<file path="config.mk">
export PLATFORM = sky130hd
export DESIGN_NAME = planificador_sqrt_flat
export DESIGN_NICKNAME = d
export VERILOG_FILES = /design/src/rtl/planificador_sqrt_if.sv /design/src/rtl/planificador_sqrt.sv /design/src/flat_wrapper.sv
export SDC_FILE = /design/constraint.sdc
export NUM_CORES = 2
export LEC_CHECK = 0
export ABC_AREA = 1
export CAP_MARGIN = 5
export CORE_AREA = 5 5 402 404
export CTS_BUF_LIST = sky130_fd_sc_hd__clkbuf_8 sky130_fd_sc_hd__clkbuf_16
export DETAILED_ROUTE_END_ITERATION = 10
export DIE_AREA = 0 0 407 409
export DONT_BUFFER_PORTS = 1
export GPL_TIMING_DRIVEN = 0
export HOLD_SLACK_MARGIN = 0.1
export PLACE_DENSITY_LB_ADDON = 0.3
export SKIP_LAST_GASP = 1
export SLEW_MARGIN = 15
export SYNTH_ARGS = -nofsm -noshare
export SYNTH_HDL_FRONTEND = slang
export SYNTH_SLANG_ARGS = --single-unit
</file>
<file path="constraint.sdc">
create_clock -name clk -period 2.36 [get_ports clk]
set_clock_uncertainty 0.1 [all_clocks]
set_input_delay 0.118 -clock clk [delete_from_list [all_inputs] [get_ports clk]]
set_output_delay 0.118 -clock clk [all_outputs]
set_load 0.02 [all_outputs]
</file>
<file path="src/rtl/planificador_sqrt_if.sv">
`default_nettype none
// ============================================================================
// Module      : planificador_sqrt_if
// Description : Request, engine and result bundle of the sqrt scheduler.
// Revision    : 1.0 - initial release
// ============================================================================
interface planificador_sqrt_if #(
    parameter int NCH   = 4,
    parameter int W_IN  = 128,
    parameter int W_OUT = 64
);
    localparam int CW = (NCH > 1) ? $clog2(NCH) : 1;

    logic [NCH-1:0]       req_valid;
    logic [NCH*W_IN-1:0]  req_data;
    logic                 sqrt_start;
    logic [W_IN-1:0]      sqrt_radical;
    logic                 sqrt_done;
    logic [W_OUT-1:0]     sqrt_q;
    logic                 res_valid;
    logic [CW-1:0]        res_chan;
    logic [W_OUT-1:0]     res_data;
    logic [NCH*W_OUT-1:0] amplitude;
    logic [NCH-1:0]       overrun;
    logic                 timeout_err;
    logic                 clear_err;
    logic                 busy;

    modport slave (
        input  req_valid, req_data, sqrt_done, sqrt_q, clear_err,
        output sqrt_start, sqrt_radical, res_valid, res_chan, res_data,
               amplitude, overrun, timeout_err, busy
    );

    modport master (
        output req_valid, req_data, sqrt_done, sqrt_q, clear_err,
        input  sqrt_start, sqrt_radical, res_valid, res_chan, res_data,
               amplitude, overrun, timeout_err, busy
    );
endinterface
`default_nettype wire

</file>
<file path="src/rtl/planificador_sqrt.sv">
`default_nettype none
// ============================================================================
// Module      : planificador_sqrt
// Description : Round-robin scheduler sharing one multi-cycle sqrt engine.
// Revision    : 1.0 - initial release
// ============================================================================
module planificador_sqrt #(
    parameter int NCH     = 4,
    parameter int W_IN    = 128,
    parameter int W_OUT   = 64,
    parameter int TIMEOUT = 255
) (
    input  wire logic            clk,
    input  wire logic            reset_n,
    planificador_sqrt_if.slave   bus
);
    localparam int CW = (NCH > 1) ? $clog2(NCH) : 1;
    localparam int TW = $clog2(TIMEOUT + 1);

    typedef enum logic [1:0] {
        S_IDLE  = 2'd0,
        S_ISSUE = 2'd1,
        S_WAIT  = 2'd2,
        S_WRITE = 2'd3
    } state_t;

    state_t               state_q;
    logic [W_IN-1:0]      data_buf_q [NCH];
    logic [NCH-1:0]       pend_q, pend_d;
    logic [NCH-1:0]       overrun_q, overrun_d;
    logic [NCH-1:0]       ovr_set, gnt_vec;
    logic [CW-1:0]        ptr_q, gnt_q, gnt_idx;
    logic                 gnt_found;
    logic [TW-1:0]        timer_q;
    logic                 start_q, res_valid_q, tout_q, busy_q;
    logic [W_IN-1:0]      radical_q;
    logic [CW-1:0]        res_chan_q;
    logic [W_OUT-1:0]     res_data_q;
    logic [NCH*W_OUT-1:0] amp_q;

    function automatic logic [CW-1:0] wrap_add(input logic [CW-1:0] a, input int b);
        int s;
        s = int'(a) + b;
        if (s >= NCH) s = s - NCH;
        return CW'(s);
    endfunction

    // First pending channel at or after ptr, wrapping.
    always_comb begin
        gnt_found = 1'b0;
        gnt_idx   = '0;
        for (int i = 0; i < NCH; i++) begin
            if (!gnt_found && pend_q[wrap_add(ptr_q, i)]) begin
                gnt_found = 1'b1;
                gnt_idx   = wrap_add(ptr_q, i);
            end
        end
    end

    always_comb begin
        gnt_vec = '0;
        if (state_q == S_IDLE && gnt_found) gnt_vec[gnt_idx] = 1'b1;
        // A fresh request re-arms pend even when the old value is granted now.
        pend_d    = bus.req_valid | (pend_q & ~gnt_vec);
        ovr_set   = bus.req_valid & pend_q & ~gnt_vec;
        overrun_d = (bus.clear_err ? '0 : overrun_q) | ovr_set;
    end

    generate
        for (genvar k = 0; k < NCH; k++) begin : g_buf
            always_ff @(posedge clk or negedge reset_n) begin
                if (!reset_n) begin
                    data_buf_q[k] <= '0;
                end else if (bus.req_valid[k]) begin
                    data_buf_q[k] <= bus.req_data[k*W_IN +: W_IN];
                end
            end
        end
    endgenerate

    always_ff @(posedge clk or negedge reset_n) begin
        if (!reset_n) begin
            pend_q    <= '0;
            overrun_q <= '0;
        end else begin
            pend_q    <= pend_d;
            overrun_q <= overrun_d;
        end
    end

    always_ff @(posedge clk or negedge reset_n) begin
        if (!reset_n) begin
            state_q     <= S_IDLE;
            ptr_q       <= '0;
            gnt_q       <= '0;
            timer_q     <= '0;
            start_q     <= 1'b0;
            radical_q   <= '0;
            res_valid_q <= 1'b0;
            res_chan_q  <= '0;
            res_data_q  <= '0;
            amp_q       <= '0;
            tout_q      <= 1'b0;
            busy_q      <= 1'b0;
        end else begin
            start_q     <= 1'b0;
            res_valid_q <= 1'b0;
            if (bus.clear_err) tout_q <= 1'b0;
            case (state_q)
                S_IDLE: begin
                    if (gnt_found) begin
                        gnt_q     <= gnt_idx;
                        radical_q <= data_buf_q[gnt_idx];
                        start_q   <= 1'b1;
                        busy_q    <= 1'b1;
                        state_q   <= S_ISSUE;
                    end else begin
                        busy_q    <= 1'b0;
                    end
                end
                S_ISSUE: begin
                    timer_q <= '0;
                    state_q <= S_WAIT;
                end
                S_WAIT: begin
                    if (bus.sqrt_done) begin
                        amp_q[int'(gnt_q)*W_OUT +: W_OUT] <= bus.sqrt_q;
                        res_data_q  <= bus.sqrt_q;
                        res_chan_q  <= gnt_q;
                        res_valid_q <= 1'b1;
                        state_q     <= S_WRITE;
                    end else if (timer_q == TW'(TIMEOUT - 1)) begin
                        // Engine hung: abandon this value and move on.
                        tout_q  <= 1'b1;
                        ptr_q   <= wrap_add(gnt_q, 1);
                        busy_q  <= 1'b0;
                        state_q <= S_IDLE;
                    end else begin
                        timer_q <= timer_q + 1'b1;
                    end
                end
                default: begin
                    ptr_q   <= wrap_add(gnt_q, 1);
                    busy_q  <= 1'b0;
                    state_q <= S_IDLE;
                end
            endcase
        end
    end

    assign bus.sqrt_start   = start_q;
    assign bus.sqrt_radical = radical_q;
    assign bus.res_valid    = res_valid_q;
    assign bus.res_chan     = res_chan_q;
    assign bus.res_data     = res_data_q;
    assign bus.amplitude    = amp_q;
    assign bus.overrun      = overrun_q;
    assign bus.timeout_err  = tout_q;
    assign bus.busy         = busy_q;
endmodule
`default_nettype wire

</file>
<file path="src/flat_wrapper.sv">
// flat-port wrapper written by rule: the top's interface ports become plain ports
module planificador_sqrt_flat 
#(
    parameter int NCH     = 4,
    parameter int W_IN    = 128,
    parameter int W_OUT   = 64,
    parameter int TIMEOUT = 255
)
  (clk, reset_n, bus_req_valid, bus_req_data, bus_sqrt_done, bus_sqrt_q, bus_clear_err, bus_sqrt_start, bus_sqrt_radical, bus_res_valid, bus_res_chan, bus_res_data, bus_amplitude, bus_overrun, bus_timeout_err, bus_busy);
  planificador_sqrt_if #(.NCH(NCH), .W_IN(W_IN), .W_OUT(W_OUT)) bus_i ();
  input  wire logic clk;
  input  wire logic reset_n;
  input wire logic [$bits(bus_i.req_valid)-1:0] bus_req_valid;
  input wire logic [$bits(bus_i.req_data)-1:0] bus_req_data;
  input wire logic [$bits(bus_i.sqrt_done)-1:0] bus_sqrt_done;
  input wire logic [$bits(bus_i.sqrt_q)-1:0] bus_sqrt_q;
  input wire logic [$bits(bus_i.clear_err)-1:0] bus_clear_err;
  output wire logic [$bits(bus_i.sqrt_start)-1:0] bus_sqrt_start;
  output wire logic [$bits(bus_i.sqrt_radical)-1:0] bus_sqrt_radical;
  output wire logic [$bits(bus_i.res_valid)-1:0] bus_res_valid;
  output wire logic [$bits(bus_i.res_chan)-1:0] bus_res_chan;
  output wire logic [$bits(bus_i.res_data)-1:0] bus_res_data;
  output wire logic [$bits(bus_i.amplitude)-1:0] bus_amplitude;
  output wire logic [$bits(bus_i.overrun)-1:0] bus_overrun;
  output wire logic [$bits(bus_i.timeout_err)-1:0] bus_timeout_err;
  output wire logic [$bits(bus_i.busy)-1:0] bus_busy;
  assign bus_i.req_valid = bus_req_valid;
  assign bus_i.req_data = bus_req_data;
  assign bus_i.sqrt_done = bus_sqrt_done;
  assign bus_i.sqrt_q = bus_sqrt_q;
  assign bus_i.clear_err = bus_clear_err;
  assign bus_sqrt_start = bus_i.sqrt_start;
  assign bus_sqrt_radical = bus_i.sqrt_radical;
  assign bus_res_valid = bus_i.res_valid;
  assign bus_res_chan = bus_i.res_chan;
  assign bus_res_data = bus_i.res_data;
  assign bus_amplitude = bus_i.amplitude;
  assign bus_overrun = bus_i.overrun;
  assign bus_timeout_err = bus_i.timeout_err;
  assign bus_busy = bus_i.busy;
  planificador_sqrt #(.NCH(NCH), .W_IN(W_IN), .W_OUT(W_OUT), .TIMEOUT(TIMEOUT)) u_core (.clk(clk), .reset_n(reset_n), .bus(bus_i));
endmodule
</file>
==> results by group <==
Power
  – Clock Power Share: 0.225
  – Combinational fraction of design power: 0.437
  – Sw power: just under 0.04 W
  – Reg power frac: 0.338
  – Power Dens Cells: between 1000 and 1500 mW/mm^2
  – Internal power: ~0.044 W
  – Switch share: 0.467
  – Lkg Pwr: between 30 and 40 nW
  – VDD IR-drop max: around 0.9 mV
  – Total power: between 0.08 and 0.09 W

Worst setup path
  – Crit. End Element: flip-flop
  – Critical path data arrival time: between 2 and 3 ns
  – R2r endpoint: u_core.bus.sqrt_radical[50]
  – WP data required: 2.87 ns
  – Startpoint Class: flip-flop
  – Reg2reg start: u_core.ptr_q[0]
  – Reg2reg path depth: 15
  – Critical path peak fanout: 10
  – Crit Path Class: flip-flop to flip-flop
  – CP startpoint: u_core.ptr_q[0]
  – Worst reg-to-reg setup slack: -0.08 ns

Cells and area
  – Filler cell count: between 15,000 and 20,000
  – Layout area overhead: 47.2%
  – Most frequent cells in the layout: nand2_1, dlygate4sd3_1, dfrtp_1
  – Final core utilization: 0.411
  – Layout cells sized above 1: 0.0961
  – Commonest non-fill, non-tap cell in the layout: nand2_1
  – Nets: a little over 7,000

Clocking
  – Clk Latency, worst-skew pair: about 0.75 ns
  – Clock Tree Root: clkbuf_16
  – Clock buffer count from CTS: 112
  – CTS clk-pin slew, worst paths: around 0.060 ns
  – H-tree Lvls: 3
  – CTS tree: yes
  – Clock sink total: roughly 990
  – Clk buf depth: 3

Global routing
  – GRT Util Overall: 0.255
  – Vias in the first global route: between 40,000 and 50,000
  – First-pass GRT wire length: 314,000 um
  – Pin count of the biggest net entering global routing: just under 1,000
  – GRT overflow: 0
  – Antenna violations before repair: roughly 110

STA
  – Worst setup margin: -0.0755 ns
  – Hold Worst Slack: -1.02 ns
  – Headroom to the max-slew limit: 0.226
  – Fin. max-slew vios: 0
  – Final Setup Violations: 85
  – Final worst-path cycle share: 1.03
  – Fin crit period: between 2 and 2.5 ns
  – F_max: about 410 MHz
  – Worst-Margin Slew: ~1.2 ns
  – Fin. Hold Viols: 201
  – RSZ-0062 raised after global routing: yes

Status
  – Failing checks: negative hold slack, negative setup slack
  – Status: complete, but fails checks

Floorplanning
  – Ports: 1,042
  – Core area: between 0.15 and 0.2 mm^2
  – Std-Cell Rows: 146
  – Initial core utilization: 0.279
  – Die Span X: slightly above 400 um
  – Die ar.: around 0.17 mm^2
  – Die Y: between 400 and 500 um

Run
  – Max_cap viols: 0

Logic synthesis
  – Yosys warns: 0
  – Count of different cell masters after synthesis: 31
  – Post-Syn Area: 0.0440 mm^2
  – Syn_nets: about 6,000
  – Sequential share of the synthesized area: 0.562
  – Avg Cell Area, Syn: around 8 um^2
  – Seq cells post-synth: 988
  – Synth Instances: roughly 5,400

Route
  – Avg Vias per Cell: 5.05
  – Drt wl/cell: 25.0 um
  – Final ANT Viol Nets: 0
  – TritonRoute pass-1 iters: 6
  – Final WL: between 200,000 and 250,000 um
  – DRT iter0 DRCs: 4,110
  – # DRC: 0
  – Via Count: 44,989

Placement
  – Detail Placement HPWL: ~160,000 um
  – IO Port Bufs: 0
  – RD Place Congestion: 0.934
  – Setup WS pre-CTS: -2.28 ns

Worst hold path
  – Hold Crit Class: input pin to asynchronous set/reset pin
[power by group through the flow]
stage                     registers [W]  clock network, W  logic, W
after floorplan                  0.0262                 0    0.0180
after global placement           0.0283                 0    0.0277
after detailed placement         0.0283                 0    0.0280
after CTS                        0.0281            0.0190    0.0337
after global routing             0.0284            0.0197    0.0395
final                            0.0281            0.0187    0.0364
[stage by stage]
| step | instance area [um^2] | instances | TNS (ns) |
|---|---|---|---|
| 2_1_floorplan | 44000 | 5361 | -4.78 |
| 3_3_place_gp | 46600 | 7433 | -1325.60 |
| 3_5_place_dp | 46600 | 7436 | -630.52 |
| 4_1_cts | 63600 | 8804 | -2.91 |
| 5_1_grt | 64700 | 8892 | -28.19 |
| 6_report | 64700 | 8917 | -2.50 |
[worst max-delay path by stage]
| stage | endpoint | slack (ns) |
|---|---|---|
| after CTS | u_core.bus.amplitude[27] | -0.06 |
| after global placement | u_core.bus.amplitude[203] | -3.29 |
| after detailed placement | u_core.bus.amplitude[123] | -2.28 |
| after global routing | u_core.bus.sqrt_radical[99] | -0.18 |
| after floorplan | u_core.bus.amplitude[10] | -0.05 |
| final | u_core.bus.sqrt_radical[50] | -0.08 |
[critical path, cell delays in order (launching register included)]
cell	delay, ns
dfrtp_1	0.39
buf_6	0.14
buf_6	0.13
nand2_2	0.08
nand2_4	0.07
nand2_2	0.08
nand2_2	0.07
nor2_4	0.15
nand3_4	0.13
buf_12	0.19
nand2_8	0.13
inv_4	0.09
buf_12	0.18
buf_4	0.19
nand2_1	0.11
nand2_1	0.07
[registers in the layout (all words and copies together), names as in the netlist, 4 cells and up]
name and cells:
u_core.data_buf_q 512, u_core.bus.amplitude 256, u_core.bus.sqrt_radical 128, u_core.bus.res_data 64, u_core.timer_q 8, u_core.bus.overrun 4, u_core.pend_q 4
[synthesized netlist by cell type (all sizes together)]
cell | n | area [um^2]
nand2 | 1797 | 6760
dfrtp | 988 | 24700
o21ai | 781 | 3910
inv | 548 | 2060
nand3 | 394 | 2000
nand4 | 388 | 2430
clkbuf | 271 | 1020
buf | 146 | 747
nor2 | 17 | 88.8
ha | 7 | 87.6
nor3 | 7 | 35.0
a21oi | 3 | 15.0
o31ai | 3 | 22.5
a31oi | 2 | 12.5
nor3b | 2 | 15.0
xor2 | 2 | 17.5
a21o | 1 | 7.51
and3 | 1 | 6.26
clkinv | 1 | 3.75
o21bai | 1 | 7.51
o22ai | 1 | 6.26
[logic make-up (layout without fill, tap and decap cells)]
kind of cell               after synthesis  after routing  synth area share
adders and majority gates                7              7           0.00199
xor gates and xnor gates                 2              2          0.000399
buffers and inverters                  966           2377            0.0871
AOI/OAI and AO/OA                      792            792            0.0905
and+or+nand+nor                       2606           2606             0.258
other                                    0             73                 0
DFF                                    988            988             0.562
[repair_timing]
item / CTS / global route
buffers inserted: 40 / 14
endpoints found under the setup margin: 466 / 415
endpoints found under the hold margin: 1836 / 282
hold buffers: 1115 / 13
gates cloned: 6 / 9
pin swaps: 40 / 20
resized for setup: 395 / 171
[cell type report]
type                            instances  area, um^2  share of cell area
Timing Repair Buffer                 1206       12400               0.191
Clock buffer                          144        3250              0.0503
Multi-Input combinational cell       3407       15900               0.246
Inverter                              549        2100              0.0324
Buffer                                413        2830              0.0437
Clock inverter                         65         743              0.0115
Sequential cell                       988       24700               0.382
Tap cell                             2072        2590              0.0401
Antenna cell                           73         183             0.00282
[routing by layer]
metal / vias up / part of all wire / global-route usage
li1: 20072 / - / -
met1: 22026 / 0.37 / 0.293
met2: 2274 / 0.48 / 0.432
met3: 559 / 0.089 / 0.0718
met4: 58 / 0.057 / 0.129
met5: - / 0.0016 / 0
(Power assumes the default switching activity.)
